[src/rtl/wr_ctrl_pkg.sv]
// Shared types and constants for the single-channel ingress write controller.
//   wr_state_e : controller FSM states
//   DEST_LSB/PRI_LSB : header field positions inside the first packet word
//   wr_tag_t   : layout of the tag handed to the output priority queues
//   sat_inc16  : saturating increment used by the drop counter
package wr_ctrl_pkg;

    localparam int WR_DATA_W    = 64;
    localparam int WR_ADDR_W    = 11;
    localparam int WR_MAX_WORDS = 32;
    localparam int WR_LEN_W     = $clog2(WR_MAX_WORDS) + 1;

    localparam int DEST_LSB = 0;
    localparam int DEST_W   = 4;
    localparam int PRI_LSB  = 4;
    localparam int PRI_W    = 3;

    typedef enum logic [1:0] {
        IDLE = 2'd0,
        DATA = 2'd1,
        DROP = 2'd2,
        TAG  = 2'd3
    } wr_state_e;

    // Field order matches oTagData, MSB first.
    typedef struct packed {
        logic [WR_LEN_W-1:0]  len;
        logic [WR_ADDR_W-1:0] base;
        logic [PRI_W-1:0]     pri;
        logic [DEST_W-1:0]    dest;
    } wr_tag_t;

    function automatic logic [15:0] sat_inc16(input logic [15:0] v);
        if (v == 16'hFFFF) begin
            return v;
        end else begin
            return v + 16'd1;
        end
    endfunction

endpackage

[src/rtl/wr_ctrl_1ch.sv]
// Ingress write controller for one switch port.
// Pops one buffer base from the free list, writes each packet word to shared
// SRAM at base|offset and, at end of packet, presents one tag
// {len,base,pri,dest}. Oversized packets and framing errors are counted.
// Ports:
//   iClk, iRst_n                     clock, async active-low reset
//   iWrSop/iWrEop/iWrVld/iWrData     ingress word stream, oWrRdy ready
//   iFreeVld/iFreeAddr, oFreeRdy     free-list base address pop
//   oMemWe/oMemAddr/oMemData         registered SRAM write port
//   oTagVld/oTagData, iTagRdy        tag toward the priority queues
//   oDropCnt                         saturating dropped-packet counter
module wr_ctrl_1ch
    import wr_ctrl_pkg::*;
#(
    parameter int DATA_W    = WR_DATA_W,
    parameter int ADDR_W    = WR_ADDR_W,
    parameter int MAX_WORDS = WR_MAX_WORDS,
    localparam int LEN_W    = $clog2(MAX_WORDS) + 1
) (
    input  logic                      iClk,
    input  logic                      iRst_n,
    input  logic                      iWrSop,
    input  logic                      iWrEop,
    input  logic                      iWrVld,
    input  logic [DATA_W-1:0]         iWrData,
    output logic                      oWrRdy,
    input  logic                      iFreeVld,
    input  logic [ADDR_W-1:0]         iFreeAddr,
    output logic                      oFreeRdy,
    output logic                      oMemWe,
    output logic [ADDR_W-1:0]         oMemAddr,
    output logic [DATA_W-1:0]         oMemData,
    output logic                      oTagVld,
    output logic [7+ADDR_W+LEN_W-1:0] oTagData,
    input  logic                      iTagRdy,
    output logic [15:0]               oDropCnt
);

    localparam int CNT_W = LEN_W - 1;

    wr_state_e             state_q, state_d;
    logic                  addr_held_q, addr_held_d;
    logic                  free_rdy_q, free_rdy_d;
    logic                  wr_rdy_q, wr_rdy_d;
    logic [ADDR_W-1:0]     base_q, base_d;
    logic [CNT_W-1:0]      cnt_q, cnt_d;
    logic [DEST_W-1:0]     dest_q, dest_d;
    logic [PRI_W-1:0]      pri_q, pri_d;
    logic [LEN_W-1:0]      tag_len_q, tag_len_d;
    logic                  tag_vld_q, tag_vld_d;
    logic [15:0]           drop_cnt_q, drop_cnt_d;
    logic                  mem_we_q, mem_we_d;
    logic [ADDR_W-1:0]     mem_addr_q, mem_addr_d;
    logic [DATA_W-1:0]     mem_data_q, mem_data_d;

    logic                  wr_fire_s;
    logic                  free_fire_s;

    assign wr_fire_s   = iWrVld & wr_rdy_q;
    assign free_fire_s = iFreeVld & free_rdy_q;

    // Next-state, SRAM write and tag decisions for the current word.
    always_comb begin
        state_d     = state_q;
        addr_held_d = addr_held_q;
        base_d      = base_q;
        cnt_d       = cnt_q;
        dest_d      = dest_q;
        pri_d       = pri_q;
        tag_len_d   = tag_len_q;
        tag_vld_d   = tag_vld_q;
        drop_cnt_d  = drop_cnt_q;
        mem_we_d    = 1'b0;
        mem_addr_d  = mem_addr_q;
        mem_data_d  = mem_data_q;

        // Prefetch: a base is popped whenever none is held, independent of the FSM.
        if (free_fire_s) begin
            base_d      = iFreeAddr;
            addr_held_d = 1'b1;
        end else begin
            base_d      = base_q;
        end

        case (state_q)
            IDLE: begin
                if (wr_fire_s && iWrSop) begin
                    dest_d     = iWrData[DEST_LSB +: DEST_W];
                    pri_d      = iWrData[PRI_LSB +: PRI_W];
                    mem_we_d   = 1'b1;
                    mem_addr_d = base_q;
                    mem_data_d = iWrData;
                    cnt_d      = CNT_W'(1);
                    if (iWrEop) begin
                        tag_len_d = LEN_W'(1);
                        tag_vld_d = 1'b1;
                        state_d   = TAG;
                    end else begin
                        state_d   = DATA;
                    end
                end else begin
                    state_d = IDLE;
                end
            end
            DATA: begin
                if (wr_fire_s && iWrSop) begin
                    // Framing error: abandon the old packet, restart in the same slot.
                    drop_cnt_d = sat_inc16(drop_cnt_q);
                    dest_d     = iWrData[DEST_LSB +: DEST_W];
                    pri_d      = iWrData[PRI_LSB +: PRI_W];
                    mem_we_d   = 1'b1;
                    mem_addr_d = base_q;
                    mem_data_d = iWrData;
                    cnt_d      = CNT_W'(1);
                    if (iWrEop) begin
                        tag_len_d = LEN_W'(1);
                        tag_vld_d = 1'b1;
                        state_d   = TAG;
                    end else begin
                        state_d   = DATA;
                    end
                end else if (wr_fire_s) begin
                    mem_we_d   = 1'b1;
                    // Base is slot-aligned, so OR places the offset without a carry.
                    mem_addr_d = base_q | ADDR_W'(cnt_q);
                    mem_data_d = iWrData;
                    cnt_d      = cnt_q + CNT_W'(1);
                    if (iWrEop) begin
                        tag_len_d = {1'b0, cnt_q} + LEN_W'(1);
                        tag_vld_d = 1'b1;
                        state_d   = TAG;
                    end else if (cnt_q == CNT_W'(MAX_WORDS - 1)) begin
                        state_d   = DROP;
                    end else begin
                        state_d   = DATA;
                    end
                end else begin
                    state_d = DATA;
                end
            end
            DROP: begin
                // Slot stays held; the next packet overwrites it.
                if (wr_fire_s && iWrEop) begin
                    drop_cnt_d = sat_inc16(drop_cnt_q);
                    state_d    = IDLE;
                end else begin
                    state_d    = DROP;
                end
            end
            TAG: begin
                if (iTagRdy) begin
                    tag_vld_d   = 1'b0;
                    addr_held_d = 1'b0;
                    state_d     = IDLE;
                end else begin
                    state_d     = TAG;
                end
            end
            default: begin
                state_d = IDLE;
            end
        endcase
    end

    // Ready outputs are registered from the next-cycle state.
    always_comb begin
        free_rdy_d = ~addr_held_d;
        case (state_d)
            IDLE:    wr_rdy_d = addr_held_d;
            DATA:    wr_rdy_d = 1'b1;
            DROP:    wr_rdy_d = 1'b1;
            TAG:     wr_rdy_d = 1'b0;
            default: wr_rdy_d = 1'b0;
        endcase
    end

    // State, slot bookkeeping and registered output pipeline.
    always_ff @(posedge iClk or negedge iRst_n) begin
        if (!iRst_n) begin
            state_q     <= IDLE;
            addr_held_q <= 1'b0;
            free_rdy_q  <= 1'b0;
            wr_rdy_q    <= 1'b0;
            base_q      <= '0;
            cnt_q       <= '0;
            dest_q      <= '0;
            pri_q       <= '0;
            tag_len_q   <= '0;
            tag_vld_q   <= 1'b0;
            drop_cnt_q  <= 16'd0;
            mem_we_q    <= 1'b0;
            mem_addr_q  <= '0;
            mem_data_q  <= '0;
        end else begin
            state_q     <= state_d;
            addr_held_q <= addr_held_d;
            free_rdy_q  <= free_rdy_d;
            wr_rdy_q    <= wr_rdy_d;
            base_q      <= base_d;
            cnt_q       <= cnt_d;
            dest_q      <= dest_d;
            pri_q       <= pri_d;
            tag_len_q   <= tag_len_d;
            tag_vld_q   <= tag_vld_d;
            drop_cnt_q  <= drop_cnt_d;
            mem_we_q    <= mem_we_d;
            mem_addr_q  <= mem_addr_d;
            mem_data_q  <= mem_data_d;
        end
    end

    assign oWrRdy   = wr_rdy_q;
    assign oFreeRdy = free_rdy_q;
    assign oMemWe   = mem_we_q;
    assign oMemAddr = mem_addr_q;
    assign oMemData = mem_data_q;
    assign oTagVld  = tag_vld_q;
    // base is held until the tag handshake, so the tag is stable while valid.
    assign oTagData = {tag_len_q, base_q, pri_q, dest_q};
    assign oDropCnt = drop_cnt_q;

endmodule
[config.mk]
export PLATFORM = sky130hd
export DESIGN_NAME = wr_ctrl_1ch
export DESIGN_NICKNAME = d
export VERILOG_FILES = /design/src/rtl/wr_ctrl_pkg.sv /design/src/rtl/wr_ctrl_1ch.sv
export SDC_FILE = /design/constraint.sdc
export NUM_CORES = 1
export LEC_CHECK = 0
export CAP_MARGIN = 20
export CORE_MARGIN = 1
export CORE_UTILIZATION = 49
export CTS_BUF_LIST = sky130_fd_sc_hd__clkbuf_4 sky130_fd_sc_hd__clkbuf_8
export DETAILED_ROUTE_END_ITERATION = 8
export GPL_TIMING_DRIVEN = 0
export PLACE_DENSITY_LB_ADDON = 0.05
export SLEW_MARGIN = 20
export SYNTH_ARGS = -nofsm -noshare
export SYNTH_HDL_FRONTEND = slang
export SYNTH_SLANG_ARGS = --single-unit
[constraint.sdc]
create_clock -name iClk -period 3.5 [get_ports iClk]
set_input_delay 0.35 -clock iClk [delete_from_list [all_inputs] [get_ports iClk]]
set_output_delay 0.35 -clock iClk [all_outputs]
set_load 0.02 [all_outputs]
==> results.txt <==
----------------------------------------------------
[Die]
  Horizontal die dimension ... 105 um
  Core Region ... 0.0103 mm2
  Die H ... 105 um
  Cell Rows ... 37
  Count of pins on the block boundary ... 201
  Die outline area ... 0.0111 mm2
  Starting density of the core ... 0.506

[Power]
  Worst vdd ir ... 535 uV
  Clock Power Share ... 0.181
  Net Sw Frac ... 0.379
  Total power divided by cell area ... 898 mW/mm2
  Pint ... 4370 uW
  Portion of total power attributed to combinational logic ... 0.473
  Sw power ... 2670 uW
  Total power ... 7040 uW
  Sequential power share ... 0.346
  Leak Pwr ... 0.00374 uW

[Detailed routing]
  Average wire per cell in the routed design ... 14.4 um
  Total detailed-routing wirelength ... 12.9 mm
  Starting DRT DRC Count ... 342
  1st-pass router iterations ... 6
  Overall via count from detail_route ... 4383
  DRC violations left ... 0
  Post-route antenna net violation count ... 0
  Mean number of vias per cell ... 4.90

[Global route]
  Number of global-route vias before repair ... 4500
  Most utilized layer in the global route result ... met2
  Global-route total usage across every layer ... 0.251
  First-pass GRT wire length ... 21.5 mm
  Met3 usage in global routing ... 0.0792
  Global-route track usage on met1 ... 0.307
  Met2 routing resource usage after global routing ... 0.412
  Maximum number of pins on one net before global-route repair ... 76
  Total grt overflow ... 0
  Number of antenna violations at the first check in global routing ... 0

[Timing]
  Final hold vios ... 0
  Clock period minus final worst setup slack ... 2.42 ns
  Count of pins over their slew limit ... 0
  Max transition margin ... 0.577
  Aggregate negative setup slack ... 0 ns
  WHS ... 0.435 ns
  Slew at the pin closest to its max-slew limit ... 0.634 ns
  Final cycle utilization of the critical path ... 0.692
  Number of endpoints failing setup at the final stage ... 0
  Fmax ... 413 MHz
  Setup repair after global routing missed its margin ... no
  Skew final ... 0.00608 ns

[Setup path]
  Maximum single-stage delay on the critical path ... 0.47 ns
  Critical path required time ... 3.81 ns
  Critical path startpoint category ... register
  Crit path cell chain ... ha_1 > and3_1 > ha_1 > inv_1 > o41ai_1 > nand2_1 > o21ai_0 > ha_1 > mux2_2
  Largest fanout on the critical path ... 6
  Cell with the largest stage delay on the worst path ... sky130_fd_sc_hd__dfrtp_1
  Arr. time, crit path ... 2.73 ns
  CP most frequent cell ... sky130_fd_sc_hd__ha_1
  Type of the setup path with the least slack ... reg -> reg
  Worst reg2reg setup slack ... 1.08 ns
  Crit path capture type ... register

[Synthesis]
  Synth unique cells ... 39
  Most frequent cells after synthesis ... sky130_fd_sc_hd__nand2_1 (243), sky130_fd_sc_hd__dfrtp_1 (127), sky130_fd_sc_hd__mux2_2 (20)
  Post-Synthesis Net Count ... 617
  Dominant register cell in the synthesized netlist ... sky130_fd_sc_hd__dfrtp_1
  Share of synthesized area occupied by flip-flops and latches ... 0.608
  Warning count from the yosys run ... 0
  Area share of the largest cell type after synthesis ... 0.608
  Synth Register Bits ... 127
  Netlist Area Pre-Place ... 0.00523 mm2
  EDFF count, synth ... 0
  Synth Instances ... 527
  FFs w/ async S/R, synth ... 1.00
  Largest area contributor in the synthesized netlist ... sky130_fd_sc_hd__dfrtp_1
  Largest cells by area after synthesis ... sky130_fd_sc_hd__dfrtp_1 (61%), sky130_fd_sc_hd__nand2_1 (17%), sky130_fd_sc_hd__mux2_2 (4.3%), sky130_fd_sc_hd__ha_1 (1.9%), sky130_fd_sc_hd__a21oi_1 (1.6%)
  Leading cell type by number of instances after synthesis ... sky130_fd_sc_hd__nand2_1
  Avg Cell Area, Syn ... 9.92 um2

[Clock network]
  Library cell used as clock root buffer ... sky130_fd_sc_hd__clkbuf_8
  H-tree depth ... 4
  CTS sink cnt ... 127
  Inserted Clock Buffers ... 17
  Post-cts gate resize count ... 0
  Clk pin slew, worst setup/hold paths ... 0.07 ns
  Clock buffer depth ... 2
  Clock tree from TritonCTS ... built
  Clk Latency, worst-skew pair ... 0.43 ns

[Outcome]
  Result of the run ... completed

[Layout]
  Post-synthesis to final-layout area growth ... 50.0%
  Multi-input gate area ... 0.00189 mm2
  Layout cells sized above 1 ... 0.100
  NumNets Final ... 838
  # fillers ... 732
  Post-layout util ... 0.760
  Register Area ... 0.00318 mm2
  Antenna Diode Count ... 0

[Placed design]
  Number of port buffers ... 200
  Sum of net half-perimeters after detailed placement ... 9.40 mm
  Final weighted congestion in routability-driven placement ... 0.852

[Worst hold path]
  Type of the most critical hold path ... in -> async

[Flow run]
  Maximum capacitance violations ... 0

----------------------------------------------------
[cell families (layout without fill, tap and decap cells)]
logic type                 after synthesis  after routing  synth area share
muxes                                   20             20            0.0431
and+or+nand+nor                        276            276             0.217
DFF                                    127            127             0.608
adders and majority gates                8              8            0.0192
AOI/OAI and AO/OA                       47             47            0.0567
buffers and inverters                   34            266            0.0306
xor gates and xnor gates                15             15            0.0251
[critical path, delay by kind of cell, from the launching register on]
kind / cells / cell delay (ns)
multiplexers: 1 / 0.26
AO/OA/AOI/OAI: 2 / 0.55
buffers and inverters: 1 / 0.05
flip-flops: 1 / 0.47
AND/OR/NAND/NOR: 2 / 0.27
adder cells (fa/ha/maj): 3 / 0.71
[sequential cells by signal, summed over array words and instances (netlist names)]
register / cells
tag_len_q: 6
oMemWe: 1
oWrRdy: 1
cnt_q: 5
oMemData: 64
pri_q: 3
oDropCnt: 16
oFreeRdy: 1
addr_held_q: 1
state_q: 2
oTagVld: 1
dest_q: 4
base_q: 11
oMemAddr: 11
[placed cells by master (no fill, tap or decap), drive strengths merged, types with 2 or more instances in the layout]
cell	netlist	routed
buf	15	17
a21oi	17	17
o21ai	16	16
nor2	8	8
ha	8	8
and3	2	2
nor3	2	2
clkinv	0	4
xnor2	7	7
o31ai	2	2
mux2	20	20
clkdlybuf4s50	0	199
a21o	3	3
inv	7	7
nand2b	2	2
nand3	8	8
nand4b	2	2
xor2	8	8
bufinv	0	2
clkbuf	12	36
nand2	243	243
and4	5	5
dfrtp	127	127
[cell type report]
class / count / area share
inverters: 7 / 0.00335
plain buffers: 27 / 0.0171
clock inverters: 6 / 0.0102
clock buffers: 24 / 0.0413
multi-input cells: 366 / 0.241
flip-flops and latches: 127 / 0.405
well taps: 136 / 0.0217
repair buffers: 202 / 0.260
[routing by layer]
| layer | vias to the layer above | routed length [um] | part of all wire |
|---|---|---|---|
| met5 | - | 0 | 0 |
| met4 | 0 | 231 | 0.018 |
| met3 | 17 | 911 | 0.071 |
| met2 | 139 | 6260 | 0.49 |
| met1 | 2095 | 5460 | 0.42 |
| li1 | 2132 | - | - |
[worst paths after layout]
check,from,end,cells past startpoint
min reg2reg,oMemData[22],oMemData[22],2
min,iRst_n,oMemData[31],2
max reg2reg,cnt_q[0],oWrRdy,9
max in group asynchronous,iRst_n,oMemData[51],3
min in group iClk,iWrData[42],oMemData[42],3
max,cnt_q[0],oWrRdy,9
[stage by stage]
| step | area, um2 | worst slack [ns] | cells |
|---|---|---|---|
| 6_report | 7840 | 1.08 | 895 |
| 5_1_grt | 7840 | 0.921 | 895 |
| 4_1_cts | 7840 | 1.10 | 895 |
| 3_5_place_dp | 7430 | 1.11 | 864 |
| 3_3_place_gp | 7400 | -2.78 | 863 |
| 2_1_floorplan | 5230 | 1.38 | 527 |
[power groups by stage]
stage / registers (uW) / logic (uW) / clock network [uW]
CTS: 2440 / 3360 / 1310
global placement: 2430 / 3250 / 0
finish: 2440 / 3330 / 1270
detailed placement: 2470 / 3340 / 0
floorplan: 3080 / 1100 / 0
global route: 2530 / 3590 / 1370
[what timing repair did]
| action | in CTS | in global routing |
|---|---|---|
| hold endpoints to repair | 52 | 0 |
| hold buffers | 1 | 0 |
| buffers inserted | 0 | 0 |
Note: power is estimated with default switching activity, not from simulation.
